<file path="src/rtl/ram_fifo_ctrl_if.sv">
// Valid/ready stream pair between producer, FIFO controller and consumer.
// The controller takes the slave view; the surrounding datapath takes the master view.
interface ram_fifo_ctrl_if #(
    parameter int DW = 64
);
    logic          in_valid;
    logic          in_ready;
    logic [DW-1:0] in_data;
    logic          out_valid;
    logic          out_ready;
    logic [DW-1:0] out_data;

    modport slave (
        input  in_valid,
        input  in_data,
        input  out_ready,
        output in_ready,
        output out_valid,
        output out_data
    );

    modport master (
        output in_valid,
        output in_data,
        output out_ready,
        input  in_ready,
        input  out_valid,
        input  out_data
    );
endinterface

</file>
<file path="src/rtl/ram_fifo_ctrl.sv">
// FIFO controller around an external synchronous RAM with 1-cycle read latency.
// Prefetched reads land in a 2-entry skid buffer that drives the output stream.
module ram_fifo_ctrl #(
    parameter int DW    = 64,
    parameter int AW    = 64,
    parameter int DEPTH = 4
) (
    input  logic              clk,
    input  logic              rst_n,
    ram_fifo_ctrl_if.slave    bus,
    output logic [3:0]        level,
    output logic              ram_wr_en,
    output logic [DW-1:0]     ram_data_in,
    output logic [AW-1:0]     ram_addr_wr,
    output logic [AW-1:0]     ram_addr_rd,
    input  logic [DW-1:0]     ram_data_out
);
    localparam int PW = $clog2(DEPTH);
    localparam int CW = PW + 1;

    logic [PW-1:0] wr_ptr;
    logic [PW-1:0] rd_ptr;
    logic [CW-1:0] stored;
    logic          pend;
    logic          ready_en;
    logic [1:0]    occ;
    logic [DW-1:0] skid_head;
    logic [DW-1:0] skid_tail;

    logic          in_ready_int;
    logic          accept;
    logic          pop;
    logic          issue;
    logic [2:0]    rd_backlog;

    // ready_en keeps in_ready low through reset and for the first edge after release
    always_comb begin
        in_ready_int = ready_en && (stored < CW'(DEPTH));
        accept       = bus.in_valid && in_ready_int;
        pop          = (occ != 2'd0) && bus.out_ready;
        rd_backlog   = {1'b0, occ} + {2'b00, pend} - {2'b00, pop};
        issue        = (stored != '0) && (rd_backlog <= 3'd1);
    end

    assign bus.in_ready  = in_ready_int;
    assign bus.out_valid = (occ != 2'd0);
    assign bus.out_data  = skid_head;

    assign ram_wr_en   = accept;
    assign ram_data_in = bus.in_data;
    assign ram_addr_wr = AW'(wr_ptr);
    assign ram_addr_rd = AW'(rd_ptr);

    assign level = 4'(stored) + 4'(pend) + 4'(occ);

    always_ff @(posedge clk or negedge rst_n) begin
        if (!rst_n) begin
            wr_ptr   <= '0;
            rd_ptr   <= '0;
            stored   <= '0;
            pend     <= 1'b0;
            ready_en <= 1'b0;
        end else begin
            ready_en <= 1'b1;
            if (accept) begin
                wr_ptr <= wr_ptr + PW'(1);
            end
            if (issue) begin
                rd_ptr <= rd_ptr + PW'(1);
            end
            stored <= stored + CW'(accept) - CW'(issue);
            pend   <= issue;
        end
    end

    // Skid buffer: push is the RAM word returning from last cycle's issue
    always_ff @(posedge clk or negedge rst_n) begin
        if (!rst_n) begin
            occ       <= 2'd0;
            skid_head <= '0;
            skid_tail <= '0;
        end else begin
            case ({pend, pop})
                2'b10: begin
                    if (occ == 2'd0) begin
                        skid_head <= ram_data_out;
                    end else begin
                        skid_tail <= ram_data_out;
                    end
                    occ <= occ + 2'd1;
                end
                2'b01: begin
                    skid_head <= skid_tail;
                    occ       <= occ - 2'd1;
                end
                2'b11: begin
                    if (occ == 2'd2) begin
                        skid_head <= skid_tail;
                        skid_tail <= ram_data_out;
                    end else begin
                        skid_head <= ram_data_out;
                    end
                end
                default: begin
                end
            endcase
        end
    end
endmodule

</file>
<file path="src/flat_wrapper.sv">
// flat-port wrapper written by rule: the top's interface ports become plain ports
module ram_fifo_ctrl_flat 
#(
    parameter int DW    = 64,
    parameter int AW    = 64,
    parameter int DEPTH = 4
)
  (clk, rst_n, level, ram_wr_en, ram_data_in, ram_addr_wr, ram_addr_rd, ram_data_out, bus_in_valid, bus_in_data, bus_out_ready, bus_in_ready, bus_out_valid, bus_out_data);
  ram_fifo_ctrl_if #(.DW(DW)) bus_i ();
  input  logic clk;
  input  logic rst_n;
  output logic [3:0] level;
  output logic ram_wr_en;
  output logic [DW-1:0] ram_data_in;
  output logic [AW-1:0] ram_addr_wr;
  output logic [AW-1:0] ram_addr_rd;
  input  logic [DW-1:0] ram_data_out;
  input wire logic [$bits(bus_i.in_valid)-1:0] bus_in_valid;
  input wire logic [$bits(bus_i.in_data)-1:0] bus_in_data;
  input wire logic [$bits(bus_i.out_ready)-1:0] bus_out_ready;
  output wire logic [$bits(bus_i.in_ready)-1:0] bus_in_ready;
  output wire logic [$bits(bus_i.out_valid)-1:0] bus_out_valid;
  output wire logic [$bits(bus_i.out_data)-1:0] bus_out_data;
  assign bus_i.in_valid = bus_in_valid;
  assign bus_i.in_data = bus_in_data;
  assign bus_i.out_ready = bus_out_ready;
  assign bus_in_ready = bus_i.in_ready;
  assign bus_out_valid = bus_i.out_valid;
  assign bus_out_data = bus_i.out_data;
  ram_fifo_ctrl #(.DW(DW), .AW(AW), .DEPTH(DEPTH)) u_core (.clk(clk), .rst_n(rst_n), .bus(bus_i), .level(level), .ram_wr_en(ram_wr_en), .ram_data_in(ram_data_in), .ram_addr_wr(ram_addr_wr), .ram_addr_rd(ram_addr_rd), .ram_data_out(ram_data_out));
endmodule
</file>
<file path="config.mk">
export PLATFORM = sky130hd
export DESIGN_NAME = ram_fifo_ctrl_flat
export DESIGN_NICKNAME = d
export VERILOG_FILES = /design/src/rtl/ram_fifo_ctrl_if.sv /design/src/rtl/ram_fifo_ctrl.sv /design/src/flat_wrapper.sv
export SDC_FILE = /design/constraint.sdc
export NUM_CORES = 1
export LEC_CHECK = 0
export BUFFER_PORTS_ARGS = -buffer_cell sky130_fd_sc_hd__buf_2
export CAP_MARGIN = 40
export CORE_AREA = 8 8 146 148
export DETAILED_ROUTE_END_ITERATION = 8
export DIE_AREA = 0 0 154 156
export PLACE_DENSITY_LB_ADDON = 0.08
export SYNTH_ARGS = -nofsm -noshare
export SYNTH_HDL_FRONTEND = slang
export SYNTH_SLANG_ARGS = --single-unit
</file>
<file path="constraint.sdc">
create_clock -name clk -period 6 [get_ports clk]
set_clock_uncertainty 0.05 [all_clocks]
set_input_delay 1.2 -clock clk [delete_from_list [all_inputs] [get_ports clk]]
set_output_delay 1.2 -clock clk [all_outputs]
set_load 0.02 [all_outputs]
</file>
==> flow_metrics.env <==
export IMPL_status="completed"
export IMPL_setup_viol=0
export IMPL_final_common_cell="buf_2"
export IMPL_slew_headroom=0.474
export IMPL_setup_tns_ns=0
export IMPL_worst_setup_path_type="in2reg"
export IMPL_fin_crit_sh=0.697
export IMPL_die_h_microns=156
export IMPL_period_needed_ns=4.18
export IMPL_hold_class="reg2reg"
export IMPL_wl_per_cell_microns=20.1
export IMPL_htreeDepth=4
export IMPL_worst_slack_ns=1.82
export IMPL_die_area_sq_um=24000
export IMPL_cts_hold_buf=0
export IMPL_die_w_microns=154
export IMPL_power_density_nw_per_um2=618
export IMPL_n_antenna_cell=0
export IMPL_synthCells=761
export IMPL_cts_buffers_inserted=17
export IMPL_synth_seq_cells=139
export IMPL_drive_gt1_frac=0.307
export IMPL_grt_max_degree=67
export IMPL_syn2layout_area_growth_pct=5.81
export IMPL_first_pass_iters=4
export IMPL_register_area_sq_um=3480
export IMPL_num_rows=51
export IMPL_via_per_inst=5.15
export IMPL_cts_setup_buffers=0
export IMPL_core_sq_um=19100
export IMPL_grt_pass1_vias=5892
export IMPL_final_max_slew_viol_count=0
export IMPL_num_vias=5468
export IMPL_crit_fanout=27
export IMPL_grt_setup_unrepaired="no"
export IMPL_grt_usage=0.176
export IMPL_drc_errors=0
export IMPL_tightestPinTransition_ns=0.789
export IMPL_start_util=0.420
export IMPL_netlist_area_sq_um=8010
export IMPL_final_hold_violation_count=0
export IMPL_cp_end_kind="register"
export IMPL_nets=956
export IMPL_p_leak_nw=3.99
export IMPL_multi_input_area_sq_um=3200
export IMPL_clockRootBuffer="clkbuf_16"
export IMPL_irDropWorstVdd_uv=454
export IMPL_gp_congestion=0.712
export IMPL_cts_tree="done"
export IMPL_place_ws_ns=1.37
export IMPL_wirelength_microns=21300
export IMPL_crit_path_start_kind="input port"
export IMPL_io_pin_count=395
export IMPL_timing_fmax_mhz=239
export IMPL_drt_iter0_drc=260
export IMPL_antenna_found_initial=1
export IMPL_postCtsResizedCells=0
export IMPL_num_fill_cells=1851
export IMPL_clk_pin_slew_ns=0.06
export IMPL_clk_path_buf_depth=2
export IMPL_critPathArrivalTime_ns=4.43
export IMPL_overflow=0
export IMPL_hpwl_microns=13700
export IMPL_avgSynthCellArea_sq_um=10.5
export IMPL_ys_types=32
export IMPL_most_common_layout_cells="141 x buf_2, 139 x dfrtp_1, 125 x conb_1"
export IMPL_grt_pass1_wl_microns=33700
export IMPL_portBuffers=142
export IMPL_clock_latency_ns=0.41
export IMPL_drt_antenna_violating_nets=0
export IMPL_cts_sink_count=139
export IMPL_yosys_warnings=0
export IMPL_hold_ws_ns=0.421
export IMPL_required_ns=6.25
export IMPL_cap_viol_max_count=0
export IMPL_synth_seq_area_share=0.434
cell families (layout without fill, tap and decap cells):
kind of cell / Yosys count / after routing / share of synthesized area
compound gates: 133 / 133 / 0.0957
xor+xnor: 10 / 10 / 0.0109
fa+ha+maj: 12 / 12 / 0.0225
buf+inv: 259 / 199 / 0.227
flops: 139 / 139 / 0.434
mux: 64 / 64 / 0.118
other cells: 2 / 125 / 0.000937
simple gates: 142 / 142 / 0.0907
worst max-delay path, cell delays in order:
cell and delay [ns]:
buf_2 0.07, o21a_2 0.55, ha_2 0.45, inv_1 0.06
ha_1 0.12, inv_1 0.05, fa_1 0.38, xnor2_1 0.15
and3_1 0.24, ha_1 0.28, inv_1 0.04, ha_1 0.18
fa_1 0.37, xnor2_1 0.14, xnor2_1 0.13
state kept, by name (all words and copies together), names as in the netlist:
name                 cells
u_core.stored            3
u_core.skid_tail        64
u_core.bus.out_data     64
u_core.wr_ptr            2
u_core.rd_ptr            2
u_core.ready_en          1
u_core.occ               2
u_core.pend              1
layout make-up:
class,instances,area share
tap,238,0.0351
clock inverter,7,0.0134
sequential,139,0.410
inverter,14,0.00620
timing repair buffer,154,0.101
clock buffer,24,0.0568
multi-input combinational,486,0.377
report_power, final:
group | internal (mW) | switching, mW | leakage (nW)
combinational | 1.06 | 1.38 | 2.08
clock | 0.684 | 0.388 | 0.294
sequential | 1.44 | 0.297 | 1.61
synth_stat cells:
| cell | number | area [sq um] |
|---|---|---|
| a31oi_1 | 64 | 400 |
| and3_1 | 1 | 6.26 |
| and3b_2 | 1 | 10.0 |
| buf_1 | 3 | 11.3 |
| buf_12 | 7 | 140 |
| buf_2 | 11 | 55.1 |
| buf_4 | 188 | 1410 |
| buf_6 | 2 | 22.5 |
| clkbuf_1 | 34 | 128 |
| conb_1 | 2 | 7.51 |
| dfrtp_1 | 139 | 3480 |
| fa_1 | 4 | 80.1 |
| ha_1 | 8 | 100 |
| inv_1 | 14 | 52.6 |
| mux2_2 | 4 | 45.0 |
| mux2_4 | 60 | 901 |
| nand2_1 | 4 | 15.0 |
| nand2b_1 | 1 | 6.26 |
| nand3_1 | 64 | 320 |
| nand3b_1 | 1 | 7.51 |
| nand4_1 | 1 | 6.26 |
| nor2b_1 | 2 | 12.5 |
| nor3_1 | 64 | 320 |
| nor3b_1 | 1 | 7.51 |
| o211a_4 | 1 | 17.5 |
| o21a_1 | 2 | 15.0 |
| o21ai_0 | 65 | 325 |
| o21ai_2 | 1 | 8.76 |
| or2_4 | 1 | 8.76 |
| or3_1 | 1 | 6.26 |
| xnor2_1 | 8 | 70.1 |
| xor2_1 | 2 | 17.5 |
final timing paths:
| check | to | slack [ns] | depth (start not counted) | startpoint |
|---|---|---|---|---|
| worst max-delay path | u_core.stored[2] | 1.82 | 15 | bus_out_ready |
| worst min-delay path | u_core.wr_ptr[1] | 0.42 | 1 | u_core.wr_ptr[1] |
| worst max register to register | u_core.stored[2] | 2.03 | 14 | u_core.occ[1] |
| worst min register to register | u_core.wr_ptr[1] | 0.42 | 1 | u_core.wr_ptr[1] |
| max in group asynchronous | u_core.skid_tail[56] | 4.25 | 2 | rst_n |
| min in group asynchronous | u_core.bus.out_data[44] | 0.66 | 1 | rst_n |
per-layer routing:
metal,share of wire,track usage
met5,0.00042,0
met4,0.024,0.0597
met3,0.076,0.0576
met2,0.49,0.291
met1,0.41,0.211
through the flow:
stage / instances / utilization / total power, mW / cell area, sq um
2_1_floorplan: 884 / - / 3.68 / 8480
3_3_place_gp: 1028 / 0.409 / 4.15 / 7810
3_5_place_dp: 1031 / 0.413 / 4.21 / 7880
4_1_cts: 1062 / 0.444 / 5.30 / 8480
5_1_grt: 1062 / 0.444 / 5.60 / 8480
6_report: 1062 / 0.444 / 5.24 / 8480
Power figures use the tool's default switching activity.
